[config.mk]
export PLATFORM = sky130hd
export DESIGN_NAME = ext_interrupt_controller
export DESIGN_NICKNAME = d
export VERILOG_FILES = /design/src/rtl/ext_interrupt_controller_pkg.sv /design/src/rtl/ext_interrupt_controller_sync.sv /design/src/rtl/ext_interrupt_controller.sv
export SDC_FILE = /design/constraint.sdc
export NUM_CORES = 1
export LEC_CHECK = 0
export ABC_AREA = 1
export BUFFER_PORTS_ARGS = -buffer_cell sky130_fd_sc_hd__clkbuf_2
export CAP_MARGIN = 10
export CORE_MARGIN = 3
export CORE_UTILIZATION = 47
export DETAILED_ROUTE_END_ITERATION = 6
export GPL_TIMING_DRIVEN = 1
export PLACE_DENSITY = 0.7
export SYNTH_ARGS = -nofsm -noshare
export SYNTH_HDL_FRONTEND = slang
export SYNTH_SLANG_ARGS = --single-unit
export TNS_END_PERCENT = 5
[constraint.sdc]
create_clock -name Sys_Clock -period 1.03 [get_ports Sys_Clock]
set_clock_uncertainty 0.1 [all_clocks]
set_input_delay 0.0515 -clock Sys_Clock [delete_from_list [all_inputs] [get_ports Sys_Clock]]
set_output_delay 0.0515 -clock Sys_Clock [all_outputs]
set_load 0.01 [all_outputs]
[src/rtl/ext_interrupt_controller_pkg.sv]
// ext_interrupt_controller_pkg
//   Shared definitions for the external interrupt controller: boolean levels
//   and the 2-bit FSM state encoding.
//   No ports (package).
package ext_interrupt_controller_pkg;

  localparam logic TRUE  = 1'b1;
  localparam logic FALSE = 1'b0;

  typedef logic [1:0] eic_state_t;

  localparam eic_state_t EIC_ST_IDLE = 2'd0;
  localparam eic_state_t EIC_ST_REQ  = 2'd1;
  localparam eic_state_t EIC_ST_GAP  = 2'd2;

endpackage

[src/rtl/ext_interrupt_controller_sync.sv]
// Synchronizer
//   Two-flop synchronizer for a single asynchronous level into the Clock domain.
//   Ports:
//     Reset    in  1  asynchronous, active-low; clears both flops
//     Clock    in  1  destination clock, rising edge
//     DataIn   in  1  asynchronous input level
//     DataOut  out 1  synchronized level, two Clock edges after DataIn changes
module Synchronizer (
  input  logic Reset,
  input  logic Clock,
  input  logic DataIn,
  output logic DataOut
);

  logic meta;

  always_ff @(posedge Clock or negedge Reset) begin
    if (!Reset) begin
      meta    <= 1'b0;
      DataOut <= 1'b0;
    end else begin
      meta    <= DataIn;
      DataOut <= meta;
    end
  end

endmodule

[src/rtl/ext_interrupt_controller.sv]
// ext_interrupt_controller
//   Requesting end of the EIC<->core interrupt link. Latches rising edges on
//   the external lines into Pending, picks the lowest-index enabled pending
//   source, raises EIC_I_Req with EIC_I_Id, and retires the request when the
//   core toggles EIC_I_Ack. Req is then held low for MIN_LOW cycles so the
//   core can see a fresh rising edge for the next request.
//   Ports:
//     Sys_Clock   in  1         single clock, rising edge
//     Sys_Reset   in  1         asynchronous, active-low reset
//     Src_Irq     in  NUM_SRC   raw interrupt lines, rising edge significant
//     Src_Enable  in  NUM_SRC   per-source arbitration enable
//     EIC_I_Ack   in  1         toggle acknowledge from core (asynchronous)
//     EIC_I_Req   out 1         request level to core
//     EIC_I_Id    out ID_WIDTH  id of requested source, stable while Req=1
//     Pending     out NUM_SRC   latched, not yet acknowledged edges
//
//   state | meaning
//   ------+---------------------------------------------------------------
//   IDLE  | no request outstanding; waiting for an enabled pending source
//   REQ   | Req=1, Id frozen; waiting for an observed Ack toggle
//   GAP   | Req=0 for MIN_LOW cycles before the next request may start
module ext_interrupt_controller
  import ext_interrupt_controller_pkg::*;
#(
  parameter int ID_WIDTH = 1,
  parameter int MIN_LOW  = 4
) (
  input  logic                       Sys_Clock,
  input  logic                       Sys_Reset,
  input  logic [(2**ID_WIDTH)-1:0]   Src_Irq,
  input  logic [(2**ID_WIDTH)-1:0]   Src_Enable,
  input  logic                       EIC_I_Ack,
  output logic                       EIC_I_Req,
  output logic [ID_WIDTH-1:0]        EIC_I_Id,
  output logic [(2**ID_WIDTH)-1:0]   Pending
);

  localparam int NUM_SRC = 2**ID_WIDTH;
  localparam int CNT_W   = $clog2(MIN_LOW) + 1;

  // Req drops on the retiring edge; the counter starts at MIN_LOW-1 and the
  // FSM leaves GAP as it counts down to zero, so IDLE can raise Req on the
  // following edge and the low time is exactly MIN_LOW cycles.
  localparam logic [CNT_W-1:0] GAP_LOAD = CNT_W'(MIN_LOW - 1);
  localparam logic [CNT_W-1:0] GAP_TC   = CNT_W'(1);

  logic [NUM_SRC-1:0] src_sync;
  logic [NUM_SRC-1:0] src_sync_last;
  logic [NUM_SRC-1:0] src_edge;
  logic [NUM_SRC-1:0] eligible;
  logic [NUM_SRC-1:0] pending_clr;
  logic [NUM_SRC-1:0] pending_nxt;
  logic               ack_sync;
  logic               ack_sync_last;
  logic               ack_evt;
  eic_state_t         state;
  logic [CNT_W-1:0]   gap_cnt;

  // Fixed priority: lowest index wins.
  function automatic logic [ID_WIDTH-1:0] prio_enc(input logic [NUM_SRC-1:0] req);
    logic [ID_WIDTH-1:0] id;
    id = '0;
    for (int i = NUM_SRC - 1; i >= 0; i--) begin
      if (req[i]) id = ID_WIDTH'(i);
    end
    return id;
  endfunction

  for (genvar g = 0; g < NUM_SRC; g++) begin : g_src_sync
    Synchronizer u_src_sync (
      .Reset   (Sys_Reset),
      .Clock   (Sys_Clock),
      .DataIn  (Src_Irq[g]),
      .DataOut (src_sync[g])
    );
  end

  Synchronizer u_ack_sync (
    .Reset   (Sys_Reset),
    .Clock   (Sys_Clock),
    .DataIn  (EIC_I_Ack),
    .DataOut (ack_sync)
  );

  assign src_edge = src_sync & ~src_sync_last;
  assign ack_evt  = ack_sync ^ ack_sync_last;
  assign eligible = Pending & Src_Enable;

  // A new edge on the source being retired re-sets its bit: set wins.
  always_comb begin
    pending_clr = '0;
    if (state == EIC_ST_REQ && ack_evt) pending_clr[EIC_I_Id] = 1'b1;
    pending_nxt = (Pending & ~pending_clr) | src_edge;
  end

  always_ff @(posedge Sys_Clock or negedge Sys_Reset) begin
    if (!Sys_Reset) begin
      src_sync_last <= '0;
      ack_sync_last <= 1'b0;
      Pending       <= '0;
      EIC_I_Req     <= FALSE;
      EIC_I_Id      <= '0;
      gap_cnt       <= '0;
      state         <= EIC_ST_IDLE;
    end else begin
      src_sync_last <= src_sync;
      ack_sync_last <= ack_sync;
      Pending       <= pending_nxt;
      case (state)
        EIC_ST_IDLE: begin
          if (|eligible) begin
            EIC_I_Id  <= prio_enc(eligible);
            EIC_I_Req <= TRUE;
            state     <= EIC_ST_REQ;
          end
        end
        EIC_ST_REQ: begin
          if (ack_evt) begin
            EIC_I_Req <= FALSE;
            gap_cnt   <= GAP_LOAD;
            state     <= EIC_ST_GAP;
          end
        end
        EIC_ST_GAP: begin
          if (gap_cnt != '0) gap_cnt <= gap_cnt - CNT_W'(1);
          if (gap_cnt <= GAP_TC) state <= EIC_ST_IDLE;
        end
        default: begin
          EIC_I_Req <= FALSE;
          state     <= EIC_ST_IDLE;
        end
      endcase
    end
  end

endmodule

Word level (Yosys, flattened, before mapping)
Cells that the tools add are included.
- add/subtract/negate cells: 1
- magnitude comparators: 3
- equal/unequal tests: 6
- mux-type cells: 15
- bitwise logic cells: 8
- reductions and logical operators: 10
- operator list (operator ; number):
    3-bit AND reduction ; 3
    2-bit two-way mux ; 4
    2-bit inequality test, second input constant ; 4
    2-bit AND ; 3
    3-bit two-way mux ; 2
    2-bit one-hot mux with 3 select lines ; 1
    3-bit one-hot mux with 2 select lines ; 1
    1-bit two-way mux ; 5
    2-bit inverter ; 2
    3-bit by 1-bit <= comparator with 1-bit output, second input constant ; 1
    1-bit one-hot mux with 3 select lines ; 1
    3-bit nonzero test ; 1
    3-bit by 1-bit subtractor with 3-bit output, second input constant ; 1
    2-bit by 1-bit == test with 1-bit output, second input constant ; 1
    2-bit == test, second input constant ; 1
    1-bit logical AND ; 2
    2-bit logical NOT ; 1
    1-bit by 2-bit less-than comparator with 1-bit output, second input constant ; 1
    2-bit bitwise OR ; 1
    2-bit AND reduction ; 1
    2-bit nonzero test ; 1
    2-bit OR reduction ; 1
    1-bit demux with 1-bit select ; 1
    1-bit >= comparator, second input constant ; 1
    2 further kinds ; 2
- bits in registers: 18
- input bits: 7
- output and inout port bits: 4
- word-level logic and storage cells: 56

Longest topological paths before layout
- depth after elaboration: 8
- mapped depth: 8

Cells and area by module
From an unflattened synthesis, not the netlist that was laid out.
- cell total of the unflattened synthesis: 75
- area, all modules: 721.9 sq um
- by module, submodules not included (module ; instances ; cells each ; area each (sq um) ; sequential area each (sq um)):
    ext_interrupt_controller ; 1 ; 69 ; 571.8 ; 300.3
    Synchronizer ; 3 ; 2 ; 50.0 ; 50.0

Worst setup path before layout
OpenSTA, ideal clock, no wires.
- path kind: reg2reg
- start: register gap_cnt[0]
- end: register gap_cnt[0]
- setup time: 0.117 ns
- data arrival time: 0.933 ns
- data required time: 0.813 ns
- slack: -0.119 ns
- cell stages (with the launch flop): 8
- period minus slack after synthesis: 1.149 ns
- path through: dfrtp_1 inv_1 ha_1 nand2_1 nand2_1 nand2_2 nand2_1 nand2_1
- longest elaborated chain between the ends: 3
- elaborated cells between the ends (all ways): 6
- ends and longest elaborated chain (item ; line ; source):
    from (decl) ; ext_interrupt_controller.sv:57 ; logic [CNT_W-1:0] gap_cnt;
    from (signal assigned) ; ext_interrupt_controller.sv:125 ; if (gap_cnt != '0) gap_cnt <= gap_cnt - CNT_W'(1);
    3-bit by 1-bit subtractor with 3-bit output / 3-bit nonzero test (equally long branches) ; ext_interrupt_controller.sv:125 ;
    3-bit two-way mux / 2-bit inequality test (equally long branches) ; - ;
    3-bit one-hot mux with 2 select lines / 3-bit AND reduction (equally long branches) ; - ;
Parallel ways exist; a longest one is shown, timed or not. The select of a mux whose other input is x is not followed.
A chain may end at the register's enable or synchronous reset.

Worst setup path after layout
- start: register gap_cnt[0]
- end: register gap_cnt[1]
Same word-level chain as after synthesis.

==> results_dict.tcl <==
set metrics [dict create \
    status "finished, violations left" \
    violations "setup timing" \
    vias 599 \
    grt_pass1_vias 581 \
    clk_latency_ns 0.29 \
    die_width_um 46.20 \
    required_ns 1.11 \
    yosysSeqAreaShare_pct 59.31 \
    ys_types 11 \
    drive_gt1_share_pct 31.53 \
    setup_viol 8 \
    final_antenna_net_count 0 \
    synthArstFlopShare_pct 100.0 \
    ys_top_cells_by_area "dfrtp_1 (59%), nand2_1 (16%), inv_1 (6.4%)" \
    wl_per_cell_um 10.61 \
    synth.avg_cell_area_um2 8.831 \
    cts_tree "done" \
    io-pin-count 11 \
    clk_pin_slew_ns 0.10 \
    multiInputGateArea_um2 325.3 \
    fp.dieH_um 46.20 \
    cts_setup_buffers 0 \
    core_um2 1399 \
    arrival_ns 1.23 \
    power.density_nw_per_um2 2561 \
    period_needed_ns 1.149 \
    synth_seq_cells 18 \
    netlist.area_leader.share_pct 59.31 \
    fill_cells 105 \
    power_w 0.002644 \
    cpMaxStageDelayCell "dfrtp_1" \
    synthCells 86 \
    leakage_nw 0.5433 \
    synth_area_leader_cell "dfrtp_1" \
    setup_ws_ns -0.1193 \
    grt_max_degree 19 \
    utilization_pct 73.79 \
    clock_path_buffers 2 \
    yosys-top-cells-count "nand2_1 (33), dfrtp_1 (18), inv_1 (13), nand3_1 (7), a21oi_1 (4)" \
    ys.flop_type "dfrtp_1" \
    num_antenna_cells 0 \
    dieArea_um2 2134 \
    drv_cap 0 \
    yosysMostFrequentCell "nand2_1" \
    grt_pass1_wl_um 2228 \
    drc 0 \
    rsz0062_at_grt "true" \
    initial_core_util_pct 54.29 \
    hold_viol 0 \
    maxSlewViolCount 0 \
    row_count 13 \
    max-slew-margin-rel_pct 72.09 \
    grt.overflow.total 0 \
    yosysWarnings 0 \
    crit_type "reg -> reg" \
    syn_area_um2 759.5 \
    gp_congestion 0.8263 \
    antenna_found_initial 0 \
    synth_edf_count 0 \
    cp_max_fo 4 \
    tightestPinTransition_ns 0.4186 \
    cts_buffers 3 \
    detailed_place_hpwl_um 941.8 \
    portBuffers 10 \
    hold_path.class "in -> reg" \
    areaGrowthSynthToFinish_pct 35.91 \
    drt_iter0_drc 7 \
    cts.sinks 18 \
    peakVddDrop_uv 1419 \
    via_per_inst 4.754 \
    cpPeakStageDelay_ns 0.40 \
    grt_use_total_pct 15.10 \
    fmax_ghz 0.8701 \
    synth_nets 96 \
    endpoint_kind "flop" \
    ff_latch_area_um2 450.4 \
    cts_root_buffer "clkbuf_4" \
    startpoint_type "flop" \
    nets 122 \
    tns_ns -0.7021 \
    period_share_pct 111.6 \
    crit_path_cell_trace "inv_2, ha_4, nand2_2, nand2_4, nand2_4, nand2_1, nand2_1" \
    totalWireLength_um 1337 \
    drt_pass1_iterations 4 \
    h-tree-depth 1 \
]
## sequential cells by signal, indices dropped and copies added (netlist names)
name                           flops
Pending                            2
src_sync_last                      2
gap_cnt                            3
EIC_I_Id                           1
EIC_I_Req                          1
g_src_sync.u_src_sync.DataOut      2
u_ack_sync.DataOut                 1
g_src_sync.u_src_sync.meta         2
state                              2
ack_sync_last                      1
u_ack_sync.meta                    1
## cell type report
class / instances / share of cell area (%)
clock buffers: 4 / 3.515
inverters: 14 / 5.091
multi-input cells: 54 / 31.52
flip-flops and latches: 18 / 43.64
well taps: 15 / 1.818
repair buffers: 21 / 14.42
## worst max-delay path: cells and delay by family (launching register included)
kind,cells,cell delay [ns]
DFF,1,0.40
and+or+nand+nor,5,0.30
buffers and inverters,1,0.11
adders and majority gates,1,0.14
## logic make-up (layout without fill, tap and decap cells)
| group | Yosys count | count (layout) | synth area share [%] |
|---|---|---|---|
| AND/OR/NAND/NOR | 47 | 47 | 26.19 |
| flip-flops | 18 | 18 | 59.31 |
| buffers and inverters | 14 | 39 | 6.919 |
| AO/OA/AOI/OAI | 4 | 4 | 2.636 |
| adder cells (fa/ha/maj) | 3 | 3 | 4.943 |
## report_power, final
part | total [W] | switching [W] | internal (W)
Combinational | 0.00119 | 0.000666 | 0.000527
Sequential | 0.00104 | 0.000151 | 0.000889
Clock | 0.000412 | 0.000197 | 0.000215
## metal layers
layer / up-vias / share of wire, % / GRT usage [%]
met4: 0 / 0 / 7.386
li1: 311 / - / -
met1: 277 / 44 / 17.21
met3: 0 / 4.6 / 5.859
met5: - / 0 / 0
met2: 11 / 51 / 24.45
## stage by stage
step                instance area (µm²)  hold WS, ns  cells  setup slack (ns)
floorplan                         777.0      -0.3441     86          -0.06653
global placement                  890.9     -0.09108    117           -0.1106
detailed placement                890.9     -0.09692    117           -0.1230
CTS                               999.7     0.002627    126           -0.1282
global route                       1032      0.03769    126           -0.1871
finish                             1032     0.008620    126           -0.1193
## repair_timing
item | CTS | global route
resized for setup | 6 | 6
hold endpoints to repair | 22 | 0
pin swaps | 5 | 4
hold buffers | 5 | 0
endpoints found under the setup margin | 7 | 12
## path summary, 6_finish.rpt
path	startpoint	end	slack, ns	depth (start not counted)
min in group asynchronous	Sys_Reset	EIC_I_Req$_DFFE_PN0P_	0.11	2
worst max-delay path	gap_cnt[0]$_DFFE_PN0P_	gap_cnt[1]$_DFFE_PN0P_	-0.12	7
worst max register to register	gap_cnt[0]$_DFFE_PN0P_	gap_cnt[1]$_DFFE_PN0P_	-0.12	7
worst min-delay path	Src_Enable[1]	state[0]$_DFFE_PN0P_	0.009	5
worst min register to register	g_src_sync[0].u_src_sync.meta$_DFF_PN0_	g_src_sync[0].u_src_sync.DataOut$_DFF_PN0_	0.26	0
max in group asynchronous	Sys_Reset	gap_cnt[1]$_DFFE_PN0P_	0.41	2
## placed cells by master, fill, tap and decap left out, drive strengths merged
cell type,netlist,final
dlygate4sd3,0,5
buf,0,6
inv,14,14
nand2,34,34
nor2,5,5
dfrtp,18,18
nand3,8,8
ha,3,3
a21oi,4,4
clkbuf,0,14
(Power assumes the default switching activity.)
